$ cat src/rtl/queue_ctrl_if.sv
// queue_ctrl_if: user controls, status and register-file ports of queue_ctrl.
// master = user/register-file side, slave = queue controller.
interface queue_ctrl_if #(
  parameter int WIDTH = 32
);
  logic             en_in;
  logic [WIDTH-1:0] din;
  logic             en_out;
  logic [WIDTH-1:0] dout;
  logic             full;
  logic             empty;
  logic [5:0]       count;
  logic             ovf;
  logic             udf;
  logic [4:0]       rf_wa;
  logic             rf_we;
  logic [WIDTH-1:0] rf_wd;
  logic [4:0]       rf_ra0;
  logic [WIDTH-1:0] rf_rd0;
  logic [4:0]       rf_ra1;
  logic [WIDTH-1:0] rf_rd1;
  logic [4:0]       scan_addr;
  logic [WIDTH-1:0] scan_data;
  logic             scan_valid;

  modport master (
    output en_in, din, en_out, rf_rd0, rf_rd1,
    input  dout, full, empty, count, ovf, udf,
    input  rf_wa, rf_we, rf_wd, rf_ra0, rf_ra1,
    input  scan_addr, scan_data, scan_valid
  );

  modport slave (
    input  en_in, din, en_out, rf_rd0, rf_rd1,
    output dout, full, empty, count, ovf, udf,
    output rf_wa, rf_we, rf_wd, rf_ra0, rf_ra1,
    output scan_addr, scan_data, scan_valid
  );
endinterface

$ cat src/rtl/queue_ctrl.sv
// queue_ctrl: FIFO controller over an external 32-entry register file.
// Define QUEUE_CTRL_EDGE_DET_EN for synchronised, edge-detected push/pop.
module queue_ctrl #(
  parameter int WIDTH    = 32,
  parameter int DEPTH    = 8,
  parameter int SCAN_DIV = 4
) (
  input logic         clk,
  input logic         rst,
  queue_ctrl_if.slave q
);

  localparam int DW = (SCAN_DIV > 1) ? $clog2(SCAN_DIV) : 1;

  logic [4:0]       head, tail, sp;
  logic [5:0]       cnt, off;
  logic [DW-1:0]    div;
  logic [WIDTH-1:0] dout_r;
  logic             ovf_r, udf_r;
  logic             push, pop, push_ok, pop_ok;
  logic             is_full, is_empty, sp_ok;

`ifdef QUEUE_CTRL_EDGE_DET_EN
  logic [1:0] si, so;
  logic       pi, po;

  always_ff @(posedge clk or posedge rst) begin
    if (rst) begin
      si <= '0;
      so <= '0;
      pi <= 1'b0;
      po <= 1'b0;
    end else begin
      si <= {si[0], q.en_in};
      so <= {so[0], q.en_out};
      pi <= si[1];
      po <= so[1];
    end
  end

  assign push = si[1] & ~pi;
  assign pop  = so[1] & ~po;
`else
  assign push = q.en_in;
  assign pop  = q.en_out;
`endif

  function automatic logic [4:0] inc(
    input logic [4:0] p
  );
    return (p == 5'(DEPTH - 1)) ? 5'd0 : p + 5'd1;
  endfunction

  assign is_full  = (cnt == 6'(DEPTH));
  assign is_empty = (cnt == 6'd0);
  assign push_ok  = push && (!is_full || pop);
  assign pop_ok   = pop && !is_empty;

  assign q.full       = is_full;
  assign q.empty      = is_empty;
  assign q.count      = cnt;
  assign q.dout       = dout_r;
  assign q.ovf        = ovf_r;
  assign q.udf        = udf_r;
  // a write edge coinciding with reset must not reach the array
  assign q.rf_we      = push_ok && !rst;
  assign q.rf_wa      = tail;
  assign q.rf_wd      = q.din;
  assign q.rf_ra0     = head;
  assign q.rf_ra1     = sp;
  assign q.scan_addr  = sp;
  assign q.scan_data  = q.rf_rd1;
  assign q.scan_valid = !is_empty;

  always_ff @(posedge clk or posedge rst) begin
    if (rst) begin
      head   <= '0;
      tail   <= '0;
      cnt    <= '0;
      dout_r <= '0;
      ovf_r  <= 1'b0;
      udf_r  <= 1'b0;
    end else begin
      if (push_ok)
        tail <= inc(tail);
      if (pop_ok) begin
        head   <= inc(head);
        dout_r <= q.rf_rd0;
      end
      cnt   <= cnt + 6'(push_ok) - 6'(pop_ok);
      ovf_r <= push && !push_ok;
      udf_r <= pop && !pop_ok;
    end
  end

  // distance of the scan slot from head, modulo DEPTH
  always_comb begin
    off = {1'b0, sp} - {1'b0, head};
    if (sp < head)
      off = {1'b0, sp} + 6'(DEPTH) - {1'b0, head};
  end

  assign sp_ok = (off < cnt);

  always_ff @(posedge clk or posedge rst) begin
    if (rst) begin
      sp  <= '0;
      div <= '0;
    end else if (is_empty || !sp_ok) begin
      sp  <= head;
      div <= '0;
    end else if (div == DW'(SCAN_DIV - 1)) begin
      div <= '0;
      sp  <= (off + 6'd1 >= cnt) ? head : inc(sp);
    end else begin
      div <= div + 1'b1;
    end
  end

endmodule

$ cat src/flat_wrapper.sv
// flat-port wrapper written by rule: the top's interface ports become plain ports
module queue_ctrl_flat 
#(
  parameter int WIDTH    = 32,
  parameter int DEPTH    = 8,
  parameter int SCAN_DIV = 4
)
  (clk, rst, q_en_in, q_din, q_en_out, q_rf_rd0, q_rf_rd1, q_dout, q_full, q_empty, q_count, q_ovf, q_udf, q_rf_wa, q_rf_we, q_rf_wd, q_rf_ra0, q_rf_ra1, q_scan_addr, q_scan_data, q_scan_valid);
  queue_ctrl_if #(.WIDTH(WIDTH)) q_i ();
  input logic clk;
  input logic rst;
  input wire logic [$bits(q_i.en_in)-1:0] q_en_in;
  input wire logic [$bits(q_i.din)-1:0] q_din;
  input wire logic [$bits(q_i.en_out)-1:0] q_en_out;
  input wire logic [$bits(q_i.rf_rd0)-1:0] q_rf_rd0;
  input wire logic [$bits(q_i.rf_rd1)-1:0] q_rf_rd1;
  output wire logic [$bits(q_i.dout)-1:0] q_dout;
  output wire logic [$bits(q_i.full)-1:0] q_full;
  output wire logic [$bits(q_i.empty)-1:0] q_empty;
  output wire logic [$bits(q_i.count)-1:0] q_count;
  output wire logic [$bits(q_i.ovf)-1:0] q_ovf;
  output wire logic [$bits(q_i.udf)-1:0] q_udf;
  output wire logic [$bits(q_i.rf_wa)-1:0] q_rf_wa;
  output wire logic [$bits(q_i.rf_we)-1:0] q_rf_we;
  output wire logic [$bits(q_i.rf_wd)-1:0] q_rf_wd;
  output wire logic [$bits(q_i.rf_ra0)-1:0] q_rf_ra0;
  output wire logic [$bits(q_i.rf_ra1)-1:0] q_rf_ra1;
  output wire logic [$bits(q_i.scan_addr)-1:0] q_scan_addr;
  output wire logic [$bits(q_i.scan_data)-1:0] q_scan_data;
  output wire logic [$bits(q_i.scan_valid)-1:0] q_scan_valid;
  assign q_i.en_in = q_en_in;
  assign q_i.din = q_din;
  assign q_i.en_out = q_en_out;
  assign q_i.rf_rd0 = q_rf_rd0;
  assign q_i.rf_rd1 = q_rf_rd1;
  assign q_dout = q_i.dout;
  assign q_full = q_i.full;
  assign q_empty = q_i.empty;
  assign q_count = q_i.count;
  assign q_ovf = q_i.ovf;
  assign q_udf = q_i.udf;
  assign q_rf_wa = q_i.rf_wa;
  assign q_rf_we = q_i.rf_we;
  assign q_rf_wd = q_i.rf_wd;
  assign q_rf_ra0 = q_i.rf_ra0;
  assign q_rf_ra1 = q_i.rf_ra1;
  assign q_scan_addr = q_i.scan_addr;
  assign q_scan_data = q_i.scan_data;
  assign q_scan_valid = q_i.scan_valid;
  queue_ctrl #(.WIDTH(WIDTH), .DEPTH(DEPTH), .SCAN_DIV(SCAN_DIV)) u_core (.clk(clk), .rst(rst), .q(q_i));
endmodule
$ cat config.mk
export PLATFORM = sky130hd
export DESIGN_NAME = queue_ctrl_flat
export DESIGN_NICKNAME = d
export VERILOG_FILES = /design/src/rtl/queue_ctrl_if.sv /design/src/rtl/queue_ctrl.sv /design/src/flat_wrapper.sv
export SDC_FILE = /design/constraint.sdc
export NUM_CORES = 1
export LEC_CHECK = 0
export ABC_AREA = 1
export CORE_MARGIN = 2
export CORE_UTILIZATION = 36
export DETAILED_ROUTE_END_ITERATION = 10
export GPL_ROUTABILITY_DRIVEN = 0
export HOLD_SLACK_MARGIN = 0.05
export PLACE_DENSITY = 0.8
export RECOVER_POWER = 100
export SLEW_MARGIN = 20
export SYNTH_ARGS = -nofsm -noshare
export SYNTH_HDL_FRONTEND = slang
export SYNTH_SLANG_ARGS = --single-unit
$ cat constraint.sdc
create_clock -name clk -period 3.4 [get_ports clk]
set_clock_uncertainty 0.1 [all_clocks]
set_input_delay 0.34 -clock clk [delete_from_list [all_inputs] [get_ports clk]]
set_output_delay 0.34 -clock clk [all_outputs]
set_load 0.01 [all_outputs]
==> flow_summary.ini <==
[finish]
final_common_cell = nand2_1
stdcell_area_mm2 = 0.00499
synthToLayoutAreaGrowth_pct = 23.8
mostFrequentLayoutCells = 155 x nand2_1, 63 x dlygate4sd3_1, 56 x dfrtp_1
nFillCells = 1017
nets = 696
final_layout_size_suffix_gt1_frac = 0.121
diodes = 0

[outcome]
violations = max-capacitance violations, max-slew violations
outcome = complete, but fails checks

[global_routing]
grt_overflow = 0
grt_pass1_wl_mm = 14.3
globalRouteTotalUtil = 0.153
grt_pass1_vias = 3126
grt_antenna_before_repair = 0
grt_start_max_net_pins = 39

[synth]
synth_area_per_cell_um2 = 8.03
synth_top_area_frac = 0.354
yosys_register_bits = 57
ys_seq_area_frac = 0.354
syn_area_mm2 = 0.00403
yosys.area.top_type = dfrtp_1
ys_types = 29
synth_warnings = 0
synth_cells = 502
synth_area_leaders = dfrtp_1 35%, nand2_1 15%, buf_4 13%
synth_fp_nets = 643

[route]
dr.first_iter.drc_count = 117
detail_route.wl_per_cell_um = 13.0
wirelength_mm = 9.09
dr.pass1.iters = 4
final_antenna_net_count = 0
viasPerCell = 4.66
vias = 3260
drc_errors = 0

[worst_setup_path]
cp-end-kind = flip-flop
critPathRequiredTime_ns = 3.53
reg2reg_setup_slack_ns = 0.18
path_class = flip-flop to flip-flop
cp_slowest_cell = fa_1
path_cells = inv_2 -> ha_4 -> fa_1 -> ha_1 -> inv_1 -> nand2_1 -> nand3_1 -> nand2_1 -> nand3_1 -> nand2_1 -> inv_1 -> ha_1 -> a21oi_1 -> nand2_1 -> nor2_4 -> buf_4 -> nand3_1 -> nand3_1 -> nand2_1
cp_max_fo = 5
cp-start-kind = flip-flop
arrival_ns = 3.35
cpMostUsedCell = nand2_1
crit_path_max_incr_delay_ns = 0.56

[flow_run]
drv_cap = 2

[die]
start_util = 0.370
fp.coreArea_mm2 = 0.0109
die_height_um = 110
rows = 38
die_area_mm2 = 0.0121
ios = 228
dieWidth_um = 110

[sta]
hold_violations = 0
fmax_ghz = 0.310
worst_slew_pin_slew_ns = 1.57
finalCritPeriodShare = 0.948
setup_viol = 0
setup_ws_ns = 0.178
slew_viol_final = 75
slew_headroom = -0.0443
timing.hold.ws_ns = 0.369
fin_crit_ns = 3.22

[pwr]
power.share.sequential = 0.164
switching_share = 0.501
power.total_mw = 6.55
pwr-share-clk = 0.087
p_int_mw = 3.27
combPwrFrac = 0.749
leakage_nw = 2.59
p_switching_mw = 3.28
peakVddDrop_mv = 0.727
p_per_area_mw_per_mm2 = 1310

[cts]
clock_sinks = 57
cts_buffers = 9
root_buffer = clkbuf_8
clk_transition_reported_paths_ns = 0.07
clkLatencyLatePin_ns = 0.34
clock_path_buffers = 2
cts_tree = done
h-tree-depth = 3

[placed_design]
placed_area_mm2 = 0.00470
post-dp-hpwl_mm = 6.78
portBuffers = 99
place_ws_ns = 0.0129

[min_path]
worstHoldPathType = flip-flop to flip-flop
-- cells by family (layout without fill, tap and decap cells) --
kind of cell,Yosys count,after routing,share of synthesized area
AO/OA/AOI/OAI,25,25,0.0317
buffers and inverters,136,194,0.197
flip-flops,57,57,0.354
AND/OR/NAND/NOR,232,232,0.259
adder cells (fa/ha/maj),41,41,0.135
XOR/XNOR,11,11,0.0239
-- flip-flops by register name, summed over array words and instances, names as in the netlist --
signal,count
u_core.q.count,6
u_core.q.ovf,1
u_core.div,2
u_core.q.rf_wa,5
u_core.q.rf_ra1,5
u_core.q.udf,1
u_core.q.rf_ra0,5
u_core.q.dout,32
-- power groups by stage --
stage | Combinational (mW) | Sequential [mW] | Clock (mW)
3_3_place_gp | 4.21 | 1.09 | 0
2_1_floorplan | 3.16 | 1.18 | 0
3_5_place_dp | 4.42 | 1.09 | 0
6_report | 4.91 | 1.07 | 0.572
4_1_cts | 4.44 | 1.09 | 0.598
5_1_grt | 5.49 | 1.10 | 0.622
-- worst max-delay path: cells and delay by family (launching register included) --
family          cells  cell delay [ns]
simple gates       10             0.94
compound gates      1             0.20
buf+inv             4             0.34
fa+ha+maj           4             1.18
flops               1             0.38
-- metal layers --
layer	wire [um]	GRT usage
met1	3700	0.178
met2	4370	0.246
met3	764	0.0611
met4	257	0.0741
met5	0	0
-- Yosys cell counts, drive strengths merged --
| master | instances |
|---|---|
| nand2 | 166 |
| nor3b | 1 |
| o21bai | 1 |
| nand4 | 4 |
| nor2 | 18 |
| ha | 37 |
| nand3 | 39 |
| inv | 60 |
| xor2 | 6 |
| xnor2 | 5 |
| nor3 | 2 |
| nand3b | 1 |
| fa | 4 |
| a21oi | 10 |
| and3 | 1 |
| o21ai | 14 |
| dfrtp | 57 |
| buf | 76 |
-- stage by stage --
| step | util | TNS [ns] | instances |
|---|---|---|---|
| after floorplan | - | 0 | 502 |
| after global placement | 0.431 | 0 | 674 |
| after detailed placement | 0.431 | 0 | 674 |
| after CTS | 0.448 | 0 | 690 |
| after global routing | 0.458 | -0.0721 | 700 |
| final | 0.458 | 0 | 700 |
-- repair_timing --
| action | 4_1_cts | 5_1_grt |
|---|---|---|
| endpoints found under the setup margin | 3 | 6 |
| hold buffers | 0 | 0 |
| resized for setup | 0 | 16 |
| buffers inserted | 0 | 10 |
| pin swaps | 1 | 9 |
-- path summary, 6_finish.rpt --
path,cells after the start,startpoint,endpoint
worst max-delay path,19,u_core.q.rf_ra0[1],u_core.q.rf_ra1[3]
worst min-delay path,1,u_core.div[0],u_core.div[0]
worst max register to register,19,u_core.q.rf_ra0[1],u_core.q.rf_ra1[3]
worst min register to register,1,u_core.div[0],u_core.div[0]
max in group asynchronous,3,rst,u_core.q.rf_ra1[2]
min in group asynchronous,2,rst,u_core.q.rf_wa[2]
-- cell type report --
type                            count  area (um2)  area share
Clock buffer                       11         151      0.0304
Timing Repair Buffer              118        1120       0.225
Sequential cell                    57        1430       0.286
Inverter                           60         228      0.0457
Tap cell                          140         175      0.0351
Clock inverter                      5        30.0     0.00602
Multi-Input combinational cell    309        1850       0.371
No activity file was read; power rests on OpenSTA's default activity.
